<file path="src/rtl/mem_pkg.sv">
// Shared encodings for the memory-access stage: funct3 codes,
// FSM states, access sizes and lane helpers.
package mem_pkg;

    localparam int STRB_W = 4;

    localparam logic [2:0] F3_LB  = 3'b000;
    localparam logic [2:0] F3_LH  = 3'b001;
    localparam logic [2:0] F3_LW  = 3'b010;
    localparam logic [2:0] F3_LBU = 3'b100;
    localparam logic [2:0] F3_LHU = 3'b101;
    localparam logic [2:0] F3_SB  = 3'b000;
    localparam logic [2:0] F3_SH  = 3'b001;
    localparam logic [2:0] F3_SW  = 3'b010;

    typedef enum logic {
        IDLE = 1'b0,
        WAIT = 1'b1
    } state_t;

    typedef enum logic [1:0] {
        SZ_B = 2'd0,
        SZ_H = 2'd1,
        SZ_W = 2'd2
    } size_t;

    // Unknown funct3 codes fall through to a full-word access.
    function automatic size_t op_size(input logic [2:0] f3,
                                      input logic store);
        size_t s;
        s = SZ_W;
        if (store) begin
            if (f3 == F3_SB) s = SZ_B;
            else if (f3 == F3_SH) s = SZ_H;
        end else begin
            if (f3 == F3_LB || f3 == F3_LBU) s = SZ_B;
            else if (f3 == F3_LH || f3 == F3_LHU) s = SZ_H;
        end
        return s;
    endfunction

    function automatic logic [STRB_W-1:0] store_strb(input size_t s,
                                                     input logic [1:0] off);
        logic [STRB_W-1:0] st;
        st = 4'b1111;
        if (s == SZ_B) st = 4'b0001 << off;
        else if (s == SZ_H) st = 4'b0011 << {off[1], 1'b0};
        return st;
    endfunction

endpackage

</file>
<file path="src/rtl/memory_access_load_align.sv">
// Load lane extraction and sign/zero extension for the
// memory-access stage.
module load_align
    import mem_pkg::*;
#(
    parameter int WIDTH = 32
) (
    input  logic [2:0]       funct3,
    input  logic [1:0]       off,
    input  logic [WIDTH-1:0] rdata,
    output logic [WIDTH-1:0] data
);

    size_t      sz;
    logic       sgn;
    logic [7:0] b;
    logic [15:0] h;

    assign sz  = op_size(funct3, 1'b0);
    assign sgn = ~funct3[2];
    assign b   = rdata[{off, 3'b000} +: 8];
    assign h   = off[1] ? rdata[31:16] : rdata[15:0];

    always_comb begin
        data = rdata;
        unique case (sz)
            SZ_B:    data = {{(WIDTH-8){sgn & b[7]}}, b};
            SZ_H:    data = {{(WIDTH-16){sgn & h[15]}}, h};
            default: data = rdata;
        endcase
    end

endmodule

</file>
<file path="src/rtl/memory_access.sv">
// Memory-access pipeline stage: ALU pass-through, load/store FSM.
// Optional misalignment trap: define MEM_MISALIGN_TRAP_EN.
module memory_access
    import mem_pkg::*;
#(
    parameter int WIDTH = 32
) (
    input  logic              clk,
    input  logic              reset,
    input  logic              ex_valid,
    output logic              ex_ready,
    input  logic [WIDTH-1:0]  ex_result,
    input  logic [WIDTH-1:0]  ex_store_data,
    input  logic [4:0]        ex_rd_sel,
    input  logic [2:0]        ex_funct3,
    input  logic              ex_load,
    input  logic              ex_store,
    output logic              dmem_req,
    output logic              dmem_we,
    output logic [WIDTH-1:0]  dmem_addr,
    output logic [WIDTH-1:0]  dmem_wdata,
    output logic [STRB_W-1:0] dmem_wstrb,
    input  logic              dmem_ack,
    input  logic [WIDTH-1:0]  dmem_rdata,
`ifdef MEM_MISALIGN_TRAP_EN
    output logic              misalign,
`endif
    output logic [4:0]        wb_rd_sel,
    output logic [WIDTH-1:0]  wb_rd,
    output logic              halt
);

    state_t     state, state_n;
    logic       xfer, mem_op, go_mem, bad;
    size_t      sz;
    logic [4:0] pend_rd;
    logic [2:0] pend_f3;
    logic [1:0] pend_off;
    logic       pend_load;
    logic [WIDTH-1:0] ld_data;

    assign ex_ready = (state == IDLE);
    assign halt     = (state == WAIT);
    assign xfer     = ex_valid & ex_ready;
    assign mem_op   = ex_load | ex_store;
    assign sz       = op_size(ex_funct3, ex_store);

`ifdef MEM_MISALIGN_TRAP_EN
    assign bad = ((sz == SZ_H) & ex_result[0])
               | ((sz == SZ_W) & (ex_result[1:0] != 2'b00));
`else
    assign bad = 1'b0;
`endif

    assign go_mem = xfer & mem_op & ~bad;

    always_ff @(posedge clk or negedge reset) begin
        if (!reset) state <= IDLE;
        else        state <= state_n;
    end

    always_comb begin
        state_n = state;
        unique case (state)
            IDLE: if (go_mem) state_n = WAIT;
            WAIT: if (dmem_ack) state_n = IDLE;
        endcase
    end

    load_align #(.WIDTH(WIDTH)) u_align (
        .funct3 (pend_f3),
        .off    (pend_off),
        .rdata  (dmem_rdata),
        .data   (ld_data)
    );

    always_ff @(posedge clk or negedge reset) begin
        if (!reset) begin
            dmem_req   <= 1'b0;
            dmem_we    <= 1'b0;
            dmem_addr  <= '0;
            dmem_wdata <= '0;
            dmem_wstrb <= '0;
            wb_rd_sel  <= '0;
            wb_rd      <= '0;
            pend_rd    <= '0;
            pend_f3    <= '0;
            pend_off   <= '0;
            pend_load  <= 1'b0;
`ifdef MEM_MISALIGN_TRAP_EN
            misalign   <= 1'b0;
`endif
        end else begin
            wb_rd_sel <= '0;
`ifdef MEM_MISALIGN_TRAP_EN
            misalign  <= xfer & mem_op & bad;
`endif
            if (xfer && !mem_op) begin
                wb_rd     <= ex_result;
                wb_rd_sel <= ex_rd_sel;
            end else if (go_mem) begin
                dmem_req  <= 1'b1;
                dmem_we   <= ex_store;
                dmem_addr <= {ex_result[WIDTH-1:2], 2'b00};
                dmem_wstrb <= ex_store ? store_strb(sz, ex_result[1:0])
                                       : '0;
                unique case (sz)
                    SZ_B:    dmem_wdata <= WIDTH'({4{ex_store_data[7:0]}});
                    SZ_H:    dmem_wdata <= WIDTH'({2{ex_store_data[15:0]}});
                    default: dmem_wdata <= ex_store_data;
                endcase
                pend_rd   <= ex_rd_sel;
                pend_f3   <= ex_funct3;
                pend_off  <= ex_result[1:0];
                pend_load <= ~ex_store;
            end else if (state == WAIT && dmem_ack) begin
                dmem_req <= 1'b0;
                dmem_we  <= 1'b0;
                if (pend_load) begin
                    wb_rd     <= ld_data;
                    wb_rd_sel <= pend_rd;
                end
            end
        end
    end

endmodule

</file>
<file path="config.mk">
export PLATFORM = sky130hd
export DESIGN_NAME = memory_access
export DESIGN_NICKNAME = d
export VERILOG_FILES = /design/src/rtl/mem_pkg.sv /design/src/rtl/memory_access_load_align.sv /design/src/rtl/memory_access.sv
export SDC_FILE = /design/constraint.sdc
export NUM_CORES = 1
export LEC_CHECK = 0
export CORE_UTILIZATION = 55
export CTS_CLUSTER_SIZE = 40
export DETAILED_ROUTE_END_ITERATION = 6
export DONT_BUFFER_PORTS = 1
export PLACE_DENSITY = 0.7
export SYNTH_ARGS = -nofsm -noshare
export SYNTH_HDL_FRONTEND = slang
export SYNTH_SLANG_ARGS = --single-unit
</file>
<file path="constraint.sdc">
create_clock -name clk -period 2 [get_ports clk]
set_input_delay 0.6 -clock clk [delete_from_list [all_inputs] [get_ports clk]]
set_output_delay 0.6 -clock clk [all_outputs]
set_load 0.03 [all_outputs]
</file>
==> results of run 1 <==
[worst max-delay path, stage by stage, from the launching register on]
cell	delay (ns)
dfrtp_1	0.37
buf_4	0.19
inv_1	0.24
[worst paths after layout]
path / startpoint / to
max in group asynchronous: reset / pend_rd[0]
min reg2reg: pend_rd[2] / pend_rd[2]
max reg2reg: pend_off[0] / wb_rd[2]
min in group clk: ex_store_data[0] / dmem_wdata[0]
min: reset / dmem_wdata[22]
max: halt / ex_ready
[power breakdown]
part	switching, mW	leakage (nW)	total, mW	internal (mW)
sequential	1.78	1.43	4.79	3.01
combinational	0.779	1.20	1.40	0.618
clock	1.14	0.300	3.17	2.04
[cell type report]
class / count / area [sq um] / share of cell area
Clock buffer: 18 / 417.9 / 0.06704
Clock inverter: 14 / 198.9 / 0.03191
Tap cell: 129 / 161.4 / 0.02589
Multi-Input combinational cell: 422 / 2312 / 0.3709
Sequential cell: 117 / 2928 / 0.4697
Timing Repair Buffer: 19 / 192.7 / 0.03091
Inverter: 6 / 22.52 / 0.003613
[stage by stage]
step                      hold slack [ns]  power, mW  utilization  area [sq um]  cells
final                             -0.2196      9.359       0.6621          6233    725
after global routing              -0.2354      9.764       0.6621          6233    725
after CTS                         -0.2340      9.391       0.6619          6232    725
after detailed placement           0.3069      6.200       0.5964          5615    693
after global placement             0.3069      6.122       0.5964          5615    693
after floorplan                    0.3044      5.743            -          5460    588
[cells in the final DEF (no fill, tap or decap), types with 2 or more instances in the layout]
| cell | count |
|---|---|
| nand2_1 | 208 |
| dfrtp_1 | 117 |
| o21ai_0 | 48 |
| mux2i_1 | 30 |
| a21oi_1 | 27 |
| o22ai_1 | 26 |
| clkbuf_16 | 16 |
| buf_4 | 15 |
| a22o_1 | 12 |
| nor2b_1 | 9 |
| inv_1 | 6 |
| nand2b_1 | 6 |
| a22oi_1 | 5 |
| a21o_1 | 5 |
| a32o_1 | 4 |
| bufinv_16 | 4 |
| clkinv_4 | 4 |
| buf_12 | 4 |
| mux4_2 | 3 |
| nor2_1 | 3 |
| or3_1 | 3 |
| o211ai_1 | 3 |
| a31o_2 | 3 |
| inv_6 | 3 |
| o2bb2ai_1 | 2 |
| a221oi_1 | 2 |
| o2111ai_1 | 2 |
| conb_1 | 2 |
| clkinv_2 | 2 |
[metal layers]
layer	wire length [um]	vias up
met5	0	-
met2	7039	225
met3	1487	17
met1	6532	2109
met4	172	0
li1	-	2006
[repair_timing]
action / CTS / global route
endpoints found under the hold margin: 117 / 117
endpoints found under the setup margin: 0 / 9
resized for setup: 0 / 1
[logic make-up after synthesis]
kind of cell | synth area share
multiplexers | 0.06742
AND/OR/NAND/NOR | 0.1795
buffers and inverters | 0.04472
flip-flops | 0.5366
other | 0.0006873
AO/OA/AOI/OAI | 0.1711
[synth_stat cells, types with 2 or more instances]
cell type | count | area, sq um
a31oi_1 | 2 | 12.51
buf_4 | 4 | 30.03
nand2_1 | 208 | 780.8
a21oi_1 | 28 | 140.1
inv_1 | 6 | 22.52
a2111oi_0 | 2 | 17.52
mux4_2 | 3 | 67.56
a22o_1 | 12 | 105.1
a22oi_1 | 5 | 37.54
a32o_1 | 4 | 40.04
o2bb2ai_1 | 2 | 17.52
mux2i_1 | 30 | 300.3
a221oi_1 | 2 | 17.52
a21o_1 | 5 | 37.54
nand2b_1 | 6 | 37.54
o211ai_1 | 3 | 22.52
dfrtp_1 | 117 | 2928
a31o_2 | 3 | 26.28
nor2_1 | 3 | 11.26
buf_2 | 12 | 60.06
buf_1 | 2 | 7.510
clkbuf_1 | 21 | 78.83
or3_1 | 3 | 18.77
o21ai_0 | 49 | 245.2
nor2b_1 | 9 | 56.30
o22ai_1 | 26 | 162.7
buf_6 | 4 | 45.04
o2111ai_1 | 2 | 17.52
[registers in the layout, summed over array words and instances (netlist names)]
register    cells
pend_f3         3
dmem_req        1
pend_off        2
dmem_we         1
dmem_addr      30
wb_rd          32
dmem_wdata     32
dmem_wstrb      4
wb_rd_sel       5
pend_load       1
pend_rd         5
halt            1
==> flow_summary.json, run 1 <==
{
  "syn_to_final_growth_pct": 14.24,
  "maxCapViolCount": 0,
  "async_flop_share": 1.000,
  "grt_first_pass_wirelength_mm": 23.43,
  "startpoint_type": "flip-flop",
  "root_buffer": "clkbuf_8",
  "setup_tns_ns": 0,
  "antenna_found_initial": 0,
  "yosys_warnings": 0,
  "gr-total-overflow": 0,
  "port-buffer-count": 0,
  "power_density_mw_per_mm2": 1501,
  "synth_top_flop_cell": "dfrtp_1",
  "path_clk_slew_ns": 0.06,
  "first_pass_iters": 4,
  "arrival_ns": 1.31,
  "required_ns": 1.40,
  "drc": 0,
  "wl_per_cell_um": 21.01,
  "layout_worst_path_cycle_share": 0.9563,
  "ant_nets": 0,
  "synth-seq-cells": 117,
  "die_w_um": 101.6,
  "hold_slack_ns": -0.2196,
  "ir_drop_mv": 0.8397,
  "synth_cells": 587,
  "cts_tree": "built",
  "period_minus_slack_ns": 1.913,
  "hold_viol": 117,
  "fin_skew_ns": 0.009299,
  "grt_pass1_vias": 4339,
  "power_leakage_nw": 2.932,
  "tightest_slew_ns": 0.7208,
  "final_nets": 693,
  "fillers": 761,
  "drt_first_iter_violations": 297,
  "synth_area_sq_mm": 0.005456,
  "timing.final.ws_setup_ns": 0.08732,
  "start_util": 0.5795,
  "worstPathMaxFanout": 7,
  "vias": 4357,
  "met1_usage": 0.4249,
  "synth_edf_count": 0,
  "synth_cell_type_count": 42,
  "grt_usage": 0.3057,
  "finalSetupViolations": 0,
  "syn_avg_cell_area_sq_um": 9.296,
  "post_cts_buffers": 0,
  "rows": 35,
  "htreeDepth": 4,
  "io_pins": 219,
  "grtUsageMet3": 0.09386,
  "dieArea_sq_mm": 0.01032,
  "drt_wl_total_mm": 15.23,
  "grt.met2_usage": 0.4615,
  "core_region_area_sq_mm": 0.009415,
  "dp_hpwl_mm": 10.81,
  "cts_buffer_depth": 2,
  "yosysSeqAreaShare": 0.5366,
  "rsz0062_at_grt": "no",
  "status": "finished, violations left",
  "slew_viol_final": 0,
  "path_class": "reg2out",
  "place_ws_ns": 0.001112,
  "insertion_delay_ns": 0.51,
  "cts_buffers": 17,
  "critPathCaptureType": "output pin",
  "violations": "hold timing",
  "viasPerCell": 6.010,
  "grt_max_degree": 118,
  "globalplace.congestion": 0.8946,
  "slew_headroom": 0.5176,
  "regToRegSetupSlack_ns": 0.12,
  "drive_above_1_share": 0.1074,
  "cts_sinks": 117,
  "antennaDiodeCount": 0,
  "fmax_mhz": 522.8,
  "grt.busiest_layer": "met2",
  "die_h_um": 101.6,
  "hp-class": "in2async",
  "reg2reg_depth": 5
}
(Power assumes the default switching activity.)
==> run 2, diff against run 1 <==
Settings changed: CORE_MARGIN set to 4.
==> run 2 against run 1 <==
  * Power fell by 1.6%
  * The flow still finishes with violations (hold timing)
  * Critical path depth did not move
  * Sequential share of layout area increased by 0.16 points
  * Combinational power barely moved
  * Final cell count increased by 0.55%
  * Highest routed layer unchanged
  * First-iteration DRC count up 38%
  * Worst hold slack got worse by 0.0049 ns
  * Setup slack worse by 0.0067 ns
  * Register-to-register slack improved by 0.16 ns
  * Count of clock-buffer cells in the layout rose by 5
  * Routed wire length rose by 1.1%
  * Sequential power hardly changed
==> flow_summary.json, run 2 (same netlist as run 1, synthesis figures left out) <==
{
  "viasPerCell": 6.033,
  "grt_first_pass_wirelength_mm": 23.60,
  "placed_cells": 697,
  "required_ns": 1.40,
  "layout_worst_path_cycle_share": 0.9597,
  "power_leakage_nw": 2.913,
  "critPathCaptureType": "output pin",
  "antennaDiodeCount": 0,
  "crit_family": "flip-flops",
  "hold_slack_ns": -0.2245,
  "slew_headroom": 0.5873,
  "syn_to_final_growth_pct": 13.90,
  "dp_hpwl_mm": 10.90,
  "violations": "hold timing",
  "ant_nets": 0,
  "gr-total-overflow": 0,
  "post_cts_buffers": 0,
  "hp-class": "in2async",
  "root_buffer": "clkbuf_8",
  "worstPathMaxFanout": 6,
  "setup_tns_ns": 0,
  "cts_tree": "built",
  "power_density_mw_per_mm2": 1482,
  "finalSetupViolations": 0,
  "path_class": "reg2out",
  "rows": 36,
  "path_clk_slew_ns": 0.05,
  "instances_no_fill": 729,
  "cts_buffer_depth": 2,
  "critPathBufInv": 2,
  "core_region_area_sq_mm": 0.009729,
  "drt_wl_total_mm": 15.39,
  "period_minus_slack_ns": 1.919,
  "fin_skew_ns": 0.008151,
  "final_nets": 693,
  "drt_first_iter_violations": 411,
  "rsz0062_at_grt": "no",
  "drive_above_1_share": 0.1057,
  "slowest_stage": "dfrtp_2",
  "antenna_found_initial": 0,
  "cts_buffers": 17,
  "slew_viol_final": 0,
  "start_util": 0.5608,
  "vias": 4398,
  "final_cell_mix": "nand2_1 (208), dfrtp_1 (116), o21ai_0 (48), mux2i_1 (30), a21oi_1 (27)",
  "io_pins": 219,
  "globalplace.congestion": 0.8502,
  "die_h_um": 107.6,
  "tightest_slew_ns": 0.6190,
  "path_cells": "buf_6, clkinvlp_4",
  "cpPeakStageDelay_ns": 0.43,
  "wl_per_cell_um": 21.11,
  "startpoint_type": "flip-flop",
  "insertion_delay_ns": 0.52,
  "drc": 0,
  "grt_usage": 0.2658,
  "htreeDepth": 4,
  "port-buffer-count": 0,
  "maxCapViolCount": 0,
  "reg.largest.list": "dmem_wdata: 32 flops, wb_rd: 32 flops, dmem_addr: 30 flops",
  "hold_viol": 117,
  "status": "finished, violations left",
  "fmax_mhz": 521.0,
  "cts_sinks": 117,
  "first_pass_iters": 6,
  "grt_pass1_vias": 4411,
  "grt_max_degree": 118,
  "layout_commonest_cell": "nand2_1",
  "dieArea_sq_mm": 0.01158,
  "arrival_ns": 1.32,
  "ir_drop_mv": 0.6813,
  "die_w_um": 107.6
}
==> run 2: metal layers <==
metal / global-route usage / wire length (um)
met5: 0 / 0
met4: 0.09919 / 425
met3: 0.1278 / 1802
met2: 0.4152 / 7385
met1: 0.3191 / 5778
==> run 2: final timing paths <==
check / startpoint / end / slack, ns / depth (start not counted)
worst max-delay path: halt / ex_ready / 0.08 / 2
worst min-delay path: reset / dmem_wdata[23] / -0.22 / 0
min in group clk: ex_result[20] / dmem_addr[20] / 0.18 / 2
worst max register to register: pend_off[0] / wb_rd[29] / 0.28 / 5
max in group asynchronous: reset / dmem_wdata[0] / 1.98 / 0
worst min register to register: pend_rd[0] / pend_rd[0] / 0.48 / 2
==> run 2: repair_timing <==
action	in CTS	in global routing
endpoints found under the hold margin	117	117
resized for setup	2	1
setup endpoints to repair	1	1
==> run 2: layout make-up <==
type	count	area [sq um]
Clock buffer	23	466.7
Clock inverter	9	125.1
Fill cell	822	3515
Inverter	6	26.28
Multi-Input combinational cell	422	2305
Sequential cell	117	2929
Tap cell	133	166.4
Timing Repair Buffer	19	196.4
==> run 2: where the power goes <==
part,leakage (nW),switching [mW],internal [mW]
clock,0.288,1.04,1.99
combinational,1.20,0.758,0.622
sequential,1.43,1.80,3.01
==> run 2: per-stage QoR <==
step,utilization,power [mW],setup slack [ns],cell area [sq um]
after floorplan,-,5.743,0.1002,5460
after global placement,0.5770,6.127,0.2248,5614
after detailed placement,0.5770,6.214,0.1712,5614
after CTS,0.6384,9.250,0.02699,6211
after global routing,0.6388,9.621,0.04087,6215
final,0.6388,9.207,0.08057,6215
==> run 3, diff against run 2 <==
Settings changed: CAP_MARGIN set to 0, PLACE_DENSITY 0.7 to not set, PLACE_DENSITY_LB_ADDON set to 0.12.
==> run 3 against run 2 <==
  * The run still ends with hold timing left
  * Global-route usage is 0.053 points higher
  * Die area stayed put
  * Non-clock buffer count is 2 higher
  * Core utilization is 0.78 points lower
  * Critical path type unchanged
==> flow_summary.json, run 3 (same netlist as run 1, synthesis figures left out) <==
{
  "wl_per_cell_um": 20.66,
  "finalInstanceArea_sq_mm": 0.006138,
  "switching_power_mw": 3.504,
  "placed_cells": 699,
  "period_minus_slack_ns": 1.947,
  "tightest_slew_ns": 0.6179,
  "slew_headroom": 0.5881,
  "finalSetupViolations": 0,
  "drive_above_1_share": 0.1025,
  "fmax_mhz": 513.5,
  "reg.largest.list": "dmem_wdata: 32 flops, wb_rd: 32 flops, dmem_addr: 30 flops",
  "timing.final.ws_setup_ns": 0.05256,
  "dieArea_sq_mm": 0.01158,
  "grt_max_degree": 118,
  "clkPwrFrac": 0.305,
  "start_util": 0.5608,
  "dp_hpwl_mm": 11.05,
  "cts_sinks": 117,
  "port-buffer-count": 0,
  "viasPerCell": 5.898,
  "slew_viol_final": 0,
  "intPower_mw": 5.365,
  "finalPower_mw": 8.869,
  "path_class": "reg2out",
  "startpoint": "halt",
  "layout_worst_path_cycle_share": 0.9737,
  "drc": 0,
  "finalCoreUtilization": 0.6309,
  "power_leakage_nw": 2.893,
  "grt_usage": 0.2663,
  "cts_buffers": 17,
  "final_nets": 695,
  "drt_first_iter_violations": 402,
  "antennaDiodeCount": 0,
  "placed_cell_area_sq_mm": 0.005604,
  "final_cell_mix": "nand2_1 (208), dfrtp_1 (117), o21ai_0 (48), mux2i_1 (30), a21oi_1 (27)",
  "arrival_ns": 1.35,
  "first_pass_iters": 5,
  "htreeDepth": 4,
  "insertion_delay_ns": 0.51,
  "grt_first_pass_wirelength_mm": 23.65,
  "ir_drop_mv": 0.6135,
  "layout_commonest_cell": "nand2_1",
  "cts_buffer_depth": 2,
  "path_clk_slew_ns": 0.06,
  "path_cells": "buf_4, clkinvlp_4",
  "fin_skew_ns": 0.007912,
  "rows": 36,
  "die_w_um": 107.6,
  "io_pins": 219,
  "hp-class": "in2async",
  "core_region_area_sq_mm": 0.009729,
  "required_ns": 1.40,
  "startpoint_type": "flip-flop",
  "power_density_mw_per_mm2": 1445,
  "slowest_stage": "dfrtp_1",
  "hold_slack_ns": -0.2132,
  "grt_pass1_vias": 4381,
  "worstPathMaxFanout": 5,
  "place_ws_ns": 0.09636,
  "cts_tree": "built",
  "drt_wl_total_mm": 15.04,
  "ant_nets": 0,
  "globalplace.congestion": 0.9111,
  "post_cts_buffers": 0,
  "fillers": 841,
  "syn_to_final_growth_pct": 12.50,
  "rsz0062_at_grt": "no",
  "status": "finished, violations left",
  "maxCapViolCount": 0,
  "vias": 4294,
  "regToRegStartpoint": "pend_off[0]",
  "p_seq_frac": 0.542,
  "crit_family": "buffers and inverters",
  "critPathBufInv": 2,
  "root_buffer": "clkbuf_8",
  "gr-total-overflow": 0,
  "critPathCaptureType": "output pin",
  "combPwrFrac": 0.153,
  "setup_tns_ns": 0,
  "violations": "hold timing",
  "instances_no_fill": 728,
  "die_h_um": 107.6,
  "cpPeakStageDelay_ns": 0.38,
  "antenna_found_initial": 0,
  "swShare": 0.3950,
  "hold_viol": 117
}
-- run 3: changes by cell type in the layout (fill, tap and decap cells not counted) --
cell	delta
dfrtp_2	-1
clkinvlp_4	-2
bufinv_16	-2
clkbuf_8	+1
dfrtp_1	+1
buf_12	-2
buf_4	+5
buf_6	-1
-- run 3: layout make-up --
type,instances,area [sq um],area share
multi-input combinational,422,2305,0.3755
clock buffer,24,480.5,0.07827
clock inverter,5,50.05,0.008153
tap,133,166.4,0.02711
inverter,6,26.28,0.004280
timing repair buffer,21,182.7,0.02976
sequential,117,2928,0.4770
-- run 3: routing by layer --
| metal | global-route usage | vias up | part of all wire |
|---|---|---|---|
| met3 | 0.1068 | 20 | 0.12 |
| li1 | - | 2005 | - |
| met4 | 0.1163 | 0 | 0.018 |
| met1 | 0.3381 | 2052 | 0.38 |
| met5 | 0 | - | 0 |
| met2 | 0.4028 | 217 | 0.49 |
-- run 3: final timing paths --
check                            endpoint  slack (ns)  cells after the start
hold reg to reg                pend_rd[0]        0.48                      2
hold / removal             dmem_wdata[10]       -0.21                      0
max in group asynchronous   dmem_addr[20]        2.07                      0
setup reg to reg                wb_rd[30]        0.27                      5
min in group clk            dmem_addr[12]        0.19                      2
setup / recovery                 ex_ready        0.05                      2
-- run 3: power groups by stage --
stage	clock network, mW	logic (mW)	registers, mW
after floorplan	0	1.10	4.64
after global placement	0	1.27	4.85
after detailed placement	0	1.34	4.85
after CTS	2.75	1.35	4.82
after global routing	2.86	1.55	4.89
final	2.70	1.35	4.81
-- run 3: repair_timing --
item,CTS,global route
gates resized for setup,0,1
endpoints found under the hold margin,117,117
setup endpoints to repair,0,1
